## src/rtl/booth_divider_seq.sv

```systemverilog
// Sequential signed divider: radix-2 restoring division on operand magnitudes,
// one quotient bit per clock, with signs fixed up once the magnitudes are done.
// Ports:
//   clk, rst           rising-edge clock, asynchronous active-high reset
//   start              request, sampled only while idle
//   dividend, divisor  N-bit signed operands, captured on the accepting edge
//   quotient           N-bit signed quotient (truncated toward zero), registered
//   remainder          N-bit signed remainder (sign of dividend), registered
//   busy               high from the accepting edge until the done state is left
//   done               one-cycle pulse once quotient/remainder are valid
//   div_by_zero        set with the result when the divisor was zero
module booth_divider_seq #(
    parameter int unsigned N = 16
) (
    input  logic         clk,
    input  logic         rst,
    input  logic         start,
    input  logic [N-1:0] dividend,
    input  logic [N-1:0] divisor,
    output logic [N-1:0] quotient,
    output logic [N-1:0] remainder,
    output logic         busy,
    output logic         done,
    output logic         div_by_zero
);

    localparam int unsigned CW = $clog2(N + 1);
    localparam int unsigned AW = N + 1;
    localparam int unsigned SW = N + 2;

    typedef enum logic [1:0] {
        S_IDLE = 2'd0,
        S_RUN  = 2'd1,
        S_FIX  = 2'd2,
        S_DONE = 2'd3
    } state_t;

    state_t         state_q, state_d;
    logic [AW-1:0]  a_q, a_d;
    logic [N-1:0]   q_q, q_d;
    logic [N-1:0]   m_q, m_d;
    logic [N-1:0]   dvd_q, dvd_d;
    logic           sign_q_q, sign_q_d;
    logic           sign_r_q, sign_r_d;
    logic           zero_q, zero_d;
    logic [CW-1:0]  count_q, count_d;
    logic [N-1:0]   quotient_q, quotient_d;
    logic [N-1:0]   remainder_q, remainder_d;
    logic           busy_q, busy_d;
    logic           done_q, done_d;
    logic           dbz_q, dbz_d;

    // Shifted partial remainder carries one spare bit so the trial compare is exact
    logic [SW-1:0]  a_sh;
    logic [SW-1:0]  m_ext;

    // Next-state and datapath
    always_comb begin
        state_d     = state_q;
        a_d         = a_q;
        q_d         = q_q;
        m_d         = m_q;
        dvd_d       = dvd_q;
        sign_q_d    = sign_q_q;
        sign_r_d    = sign_r_q;
        zero_d      = zero_q;
        count_d     = count_q;
        quotient_d  = quotient_q;
        remainder_d = remainder_q;
        busy_d      = busy_q;
        done_d      = 1'b0;
        dbz_d       = dbz_q;
        a_sh        = {a_q, q_q[N-1]};
        m_ext       = {2'b00, m_q};

        case (state_q)
            S_IDLE: begin
                if (start) begin
                    // Magnitude of -2^(N-1) wraps to 2^(N-1), still valid as unsigned
                    q_d      = dividend[N-1] ? -dividend : dividend;
                    m_d      = divisor[N-1]  ? -divisor  : divisor;
                    a_d      = '0;
                    dvd_d    = dividend;
                    sign_q_d = dividend[N-1] ^ divisor[N-1];
                    sign_r_d = dividend[N-1];
                    zero_d   = (divisor == '0);
                    count_d  = CW'(N);
                    busy_d   = 1'b1;
                    state_d  = S_RUN;
                end
            end
            S_RUN: begin
                if (a_sh >= m_ext) begin
                    a_d = AW'(a_sh - m_ext);
                    q_d = {q_q[N-2:0], 1'b1};
                end else begin
                    a_d = a_sh[AW-1:0];
                    q_d = {q_q[N-2:0], 1'b0};
                end
                count_d = count_q - CW'(1);
                if (count_q == CW'(1)) begin
                    state_d = S_FIX;
                end
            end
            S_FIX: begin
                if (zero_q) begin
                    quotient_d  = '1;
                    remainder_d = dvd_q;
                    dbz_d       = 1'b1;
                end else begin
                    quotient_d  = sign_q_q ? -q_q : q_q;
                    remainder_d = sign_r_q ? -a_q[N-1:0] : a_q[N-1:0];
                    dbz_d       = 1'b0;
                end
                state_d = S_DONE;
            end
            S_DONE: begin
                busy_d  = 1'b0;
                done_d  = 1'b1;
                state_d = S_IDLE;
            end
            default: begin
                state_d = S_IDLE;
            end
        endcase
    end

    // State and output registers
    always_ff @(posedge clk or posedge rst) begin
        if (rst) begin
            state_q     <= S_IDLE;
            a_q         <= '0;
            q_q         <= '0;
            m_q         <= '0;
            dvd_q       <= '0;
            sign_q_q    <= 1'b0;
            sign_r_q    <= 1'b0;
            zero_q      <= 1'b0;
            count_q     <= '0;
            quotient_q  <= '0;
            remainder_q <= '0;
            busy_q      <= 1'b0;
            done_q      <= 1'b0;
            dbz_q       <= 1'b0;
        end else begin
            state_q     <= state_d;
            a_q         <= a_d;
            q_q         <= q_d;
            m_q         <= m_d;
            dvd_q       <= dvd_d;
            sign_q_q    <= sign_q_d;
            sign_r_q    <= sign_r_d;
            zero_q      <= zero_d;
            count_q     <= count_d;
            quotient_q  <= quotient_d;
            remainder_q <= remainder_d;
            busy_q      <= busy_d;
            done_q      <= done_d;
            dbz_q       <= dbz_d;
        end
    end

    assign quotient    = quotient_q;
    assign remainder   = remainder_q;
    assign busy        = busy_q;
    assign done        = done_q;
    assign div_by_zero = dbz_q;

endmodule

```

## config.mk

```make
export PLATFORM = sky130hd
export DESIGN_NAME = booth_divider_seq
export DESIGN_NICKNAME = d
export VERILOG_FILES = /design/src/rtl/booth_divider_seq.sv
export SDC_FILE = /design/constraint.sdc
export NUM_CORES = 1
export LEC_CHECK = 0
export ABC_AREA = 1
export CAP_MARGIN = 20
export CORE_MARGIN = 5
export CORE_UTILIZATION = 30
export CTS_BUF_LIST = sky130_fd_sc_hd__clkbuf_8
export DETAILED_ROUTE_END_ITERATION = 16
export GPL_TIMING_DRIVEN = 0
export PLACE_DENSITY_LB_ADDON = 0.1
export SLEW_MARGIN = 10
export SYNTH_ARGS = -nofsm -noshare
export SYNTH_HDL_FRONTEND = slang
export SYNTH_SLANG_ARGS = --single-unit
export TNS_END_PERCENT = 30
```

## constraint.sdc

```tcl
create_clock -name clk -period 6.1 [get_ports clk]
set_clock_uncertainty 0.1 [all_clocks]
set_input_delay 1.22 -clock clk [delete_from_list [all_inputs] [get_ports clk]]
set_output_delay 1.22 -clock clk [all_outputs]
set_load 0.02 [all_outputs]
```

==> metrics.yaml <==
synth_flop_cell: "dfrtp_1"
switching_share: 0.517
synth_nets: 1114
p_leak_uw: 0.00420
crit_fanout: 3
synthCells: 1052
cts_root_buffer: "clkbuf_8"
hpwl_um: 18800
synth_seq_cells: 109
fin_area_um2: 8550
ir_drop_mv: 0.173
status: "finished clean"
power_frac_comb: 0.634
yosys_warnings: 0
crit_path_end_kind: "flip-flop"
hp-class: "flip-flop to flip-flop"
hold_violations: 0
antenna_left: 0
first_iter_violations: 417
core_area_um2: 23600
power.total_uw: 4960
antenna_found_initial: 0
top_layer_used: "met4"
area_growth_pct: 18.3
grt_max_degree: 72
final_util: 0.362
fmax_mhz: 356
start_kind: "input port"
dieArea_um2: 27300
yosys-top-cells-count: "nand2_1 (292), inv_1 (147), nand3_1 (136), dfrtp_1 (109), o21ai_0 (74)"
drt-met1-wl_um: 12400
period_minus_slack_ns: 2.81
firstDrtPassIters: 5
vias: 7001
cts_hold_buf: 0
drive_above_1_share: 0.0501
pwr-share-seq: 0.266
synth_area_leader_cell: "dfrtp_1"
p_int_uw: 2390
finalCritPeriodShare: 0.460
dieWidth_um: 165
rsz0062_at_grt: "no"
placed_area_um2: 8340
gp_congestion: 0.846
met3_length_um: 967
cts_resized: 0
synth_edf_count: 0
crit_type: "input port to flip-flop"
clock_sinks: 109
powerDensity_nw_per_um2: 580
p_clk_frac: 0.101
cts_setup_buffers: 0
synthTopCellsByArea: "dfrtp_1 (38%), nand2_1 (15%), nand3_1 (9.4%)"
wirelength_um: 23400
slew-limit-headroom: 0.473
regArea_um2: 2730
fin_nets: 1194
crit_arrival_ns: 3.01
io_pins: 70
row_count: 56
synth_area_per_cell_um2: 6.87
synth-async-reset-ratio: 1.00
met2_length_um: 9810
drc_errors: 0
timing.hold.ws_ns: 0.382
htreeDepth: 3
cts_made_buffers: 9
fp.dieH_um: 165
port_buffers: 68
grt_pass1_vias: 6665
multiInputGateArea_um2: 3760
clkLatencyLatePin_ns: 0.40
synth_top_area_frac: 0.377
clk_path_buf_depth: 2
insertedDiodeCount: 0
power.switching_uw: 2570
gr-total-overflow: 0
grt_pass1_wl_um: 37300
yosysSeqAreaShare: 0.377
track_usage: 0.177
clk_pin_slew_ns: 0.13
required_ns: 6.31
wl_per_cell_um: 16.1
synth_cell_types: 42
viasPerCell: 4.81
post-synth-top-count-cell: "nand2_1"
slew_violations: 0
start_util: 0.306
fillCellCount: 2641
cts_tree: "built"
setup_viol: 0
syn-cell-area_um2: 7230
cap_violations: 0
tightest_slew_ns: 0.791
[worst paths after layout]
path,to,cells past startpoint,slack (ns),startpoint
min in group asynchronous,done,2,1.08,rst
min,div_by_zero,2,0.38,div_by_zero
max in group asynchronous,m_q[9],3,4.11,rst
min reg2reg,div_by_zero,2,0.38,div_by_zero
max,q_q[14],12,3.29,dividend[0]
max reg2reg,remainder[8],8,3.36,state_q[0]
[final cells by class]
type	count	share of cell area
sequential	109	0.319
clock inverter	6	0.00892
inverter	150	0.0664
clock buffer	10	0.0161
tap	319	0.0467
multi-input combinational	755	0.440
timing repair buffer	69	0.0828
buffer	38	0.0203
[power groups by stage]
stage | sequential (µW) | clock (µW) | combinational (µW)
2_1_floorplan | 1390 | 0 | 2050
3_3_place_gp | 1340 | 0 | 3130
3_5_place_dp | 1340 | 0 | 3150
4_1_cts | 1320 | 516 | 3170
5_1_grt | 1370 | 548 | 3570
6_report | 1320 | 498 | 3140
[routing by layer]
layer,up-vias,GRT usage
met1,3258,0.276
met5,-,0
li1,3574,-
met3,17,0.0221
met2,152,0.259
met4,0,0.0386
[cells in the final DEF (no fill, tap or decap), types with 4 or more instances in the layout]
| cell | instances |
|---|---|
| ha_1 | 26 |
| or2_2 | 6 |
| nor2_1 | 66 |
| clkdlybuf4s50_1 | 68 |
| o21ai_1 | 9 |
| o22ai_1 | 4 |
| nand2_2 | 4 |
| buf_2 | 10 |
| a21oi_1 | 44 |
| nand2_1 | 292 |
| clkbuf_8 | 10 |
| inv_1 | 146 |
| nor3_1 | 16 |
| o211ai_1 | 11 |
| a31oi_1 | 7 |
| clkbuf_1 | 22 |
| xnor2_1 | 8 |
| dfrtp_1 | 109 |
| xor2_1 | 8 |
| nand4_1 | 14 |
| o21ai_0 | 74 |
| nand3b_1 | 4 |
| nand3_1 | 136 |
| o21ai_2 | 4 |
[through the flow]
stage | std cells | setup WS [ns] | TNS, ns
floorplan | 1052 | 1.91 | 0
global placement | 1439 | -0.0708 | -6.45
detailed placement | 1440 | 2.91 | 0
CTS | 1456 | 3.28 | 0
global route | 1456 | 3.15 | 0
finish | 1456 | 3.29 | 0
[sequential cells by signal, summed over array words and instances, names as in the netlist, 2 cells and up]
| signal | cells |
|---|---|
| count_q | 5 |
| state_q | 2 |
| remainder | 16 |
| quotient | 16 |
| q_q | 16 |
| m_q | 16 |
| a_q | 17 |
| dvd_q | 16 |
[critical path, cell delays in order]
cell and delay [ns]:
clkdlybuf4s50_1 0.46, inv_1 0.13, ha_1 0.17, nand3_1 0.13, nor2_1 0.24, nand4_1 0.18, nand2_1 0.14, nand2_1 0.06
nand2_1 0.06, nand3_1 0.07, nand2_1 0.09, nand2_1 0.04
[cell families (layout without fill, tap and decap cells)]
| group | Yosys count | in the layout | share of synthesized area |
|---|---|---|---|
| AND/OR/NAND/NOR | 549 | 549 | 0.328 |
| buffers and inverters | 188 | 273 | 0.102 |
| AO/OA/AOI/OAI | 163 | 163 | 0.126 |
| flip-flops | 109 | 109 | 0.377 |
| adder cells (fa/ha/maj) | 27 | 27 | 0.0478 |
| XOR/XNOR | 16 | 16 | 0.0194 |
No activity file was read; power rests on OpenSTA's default activity.
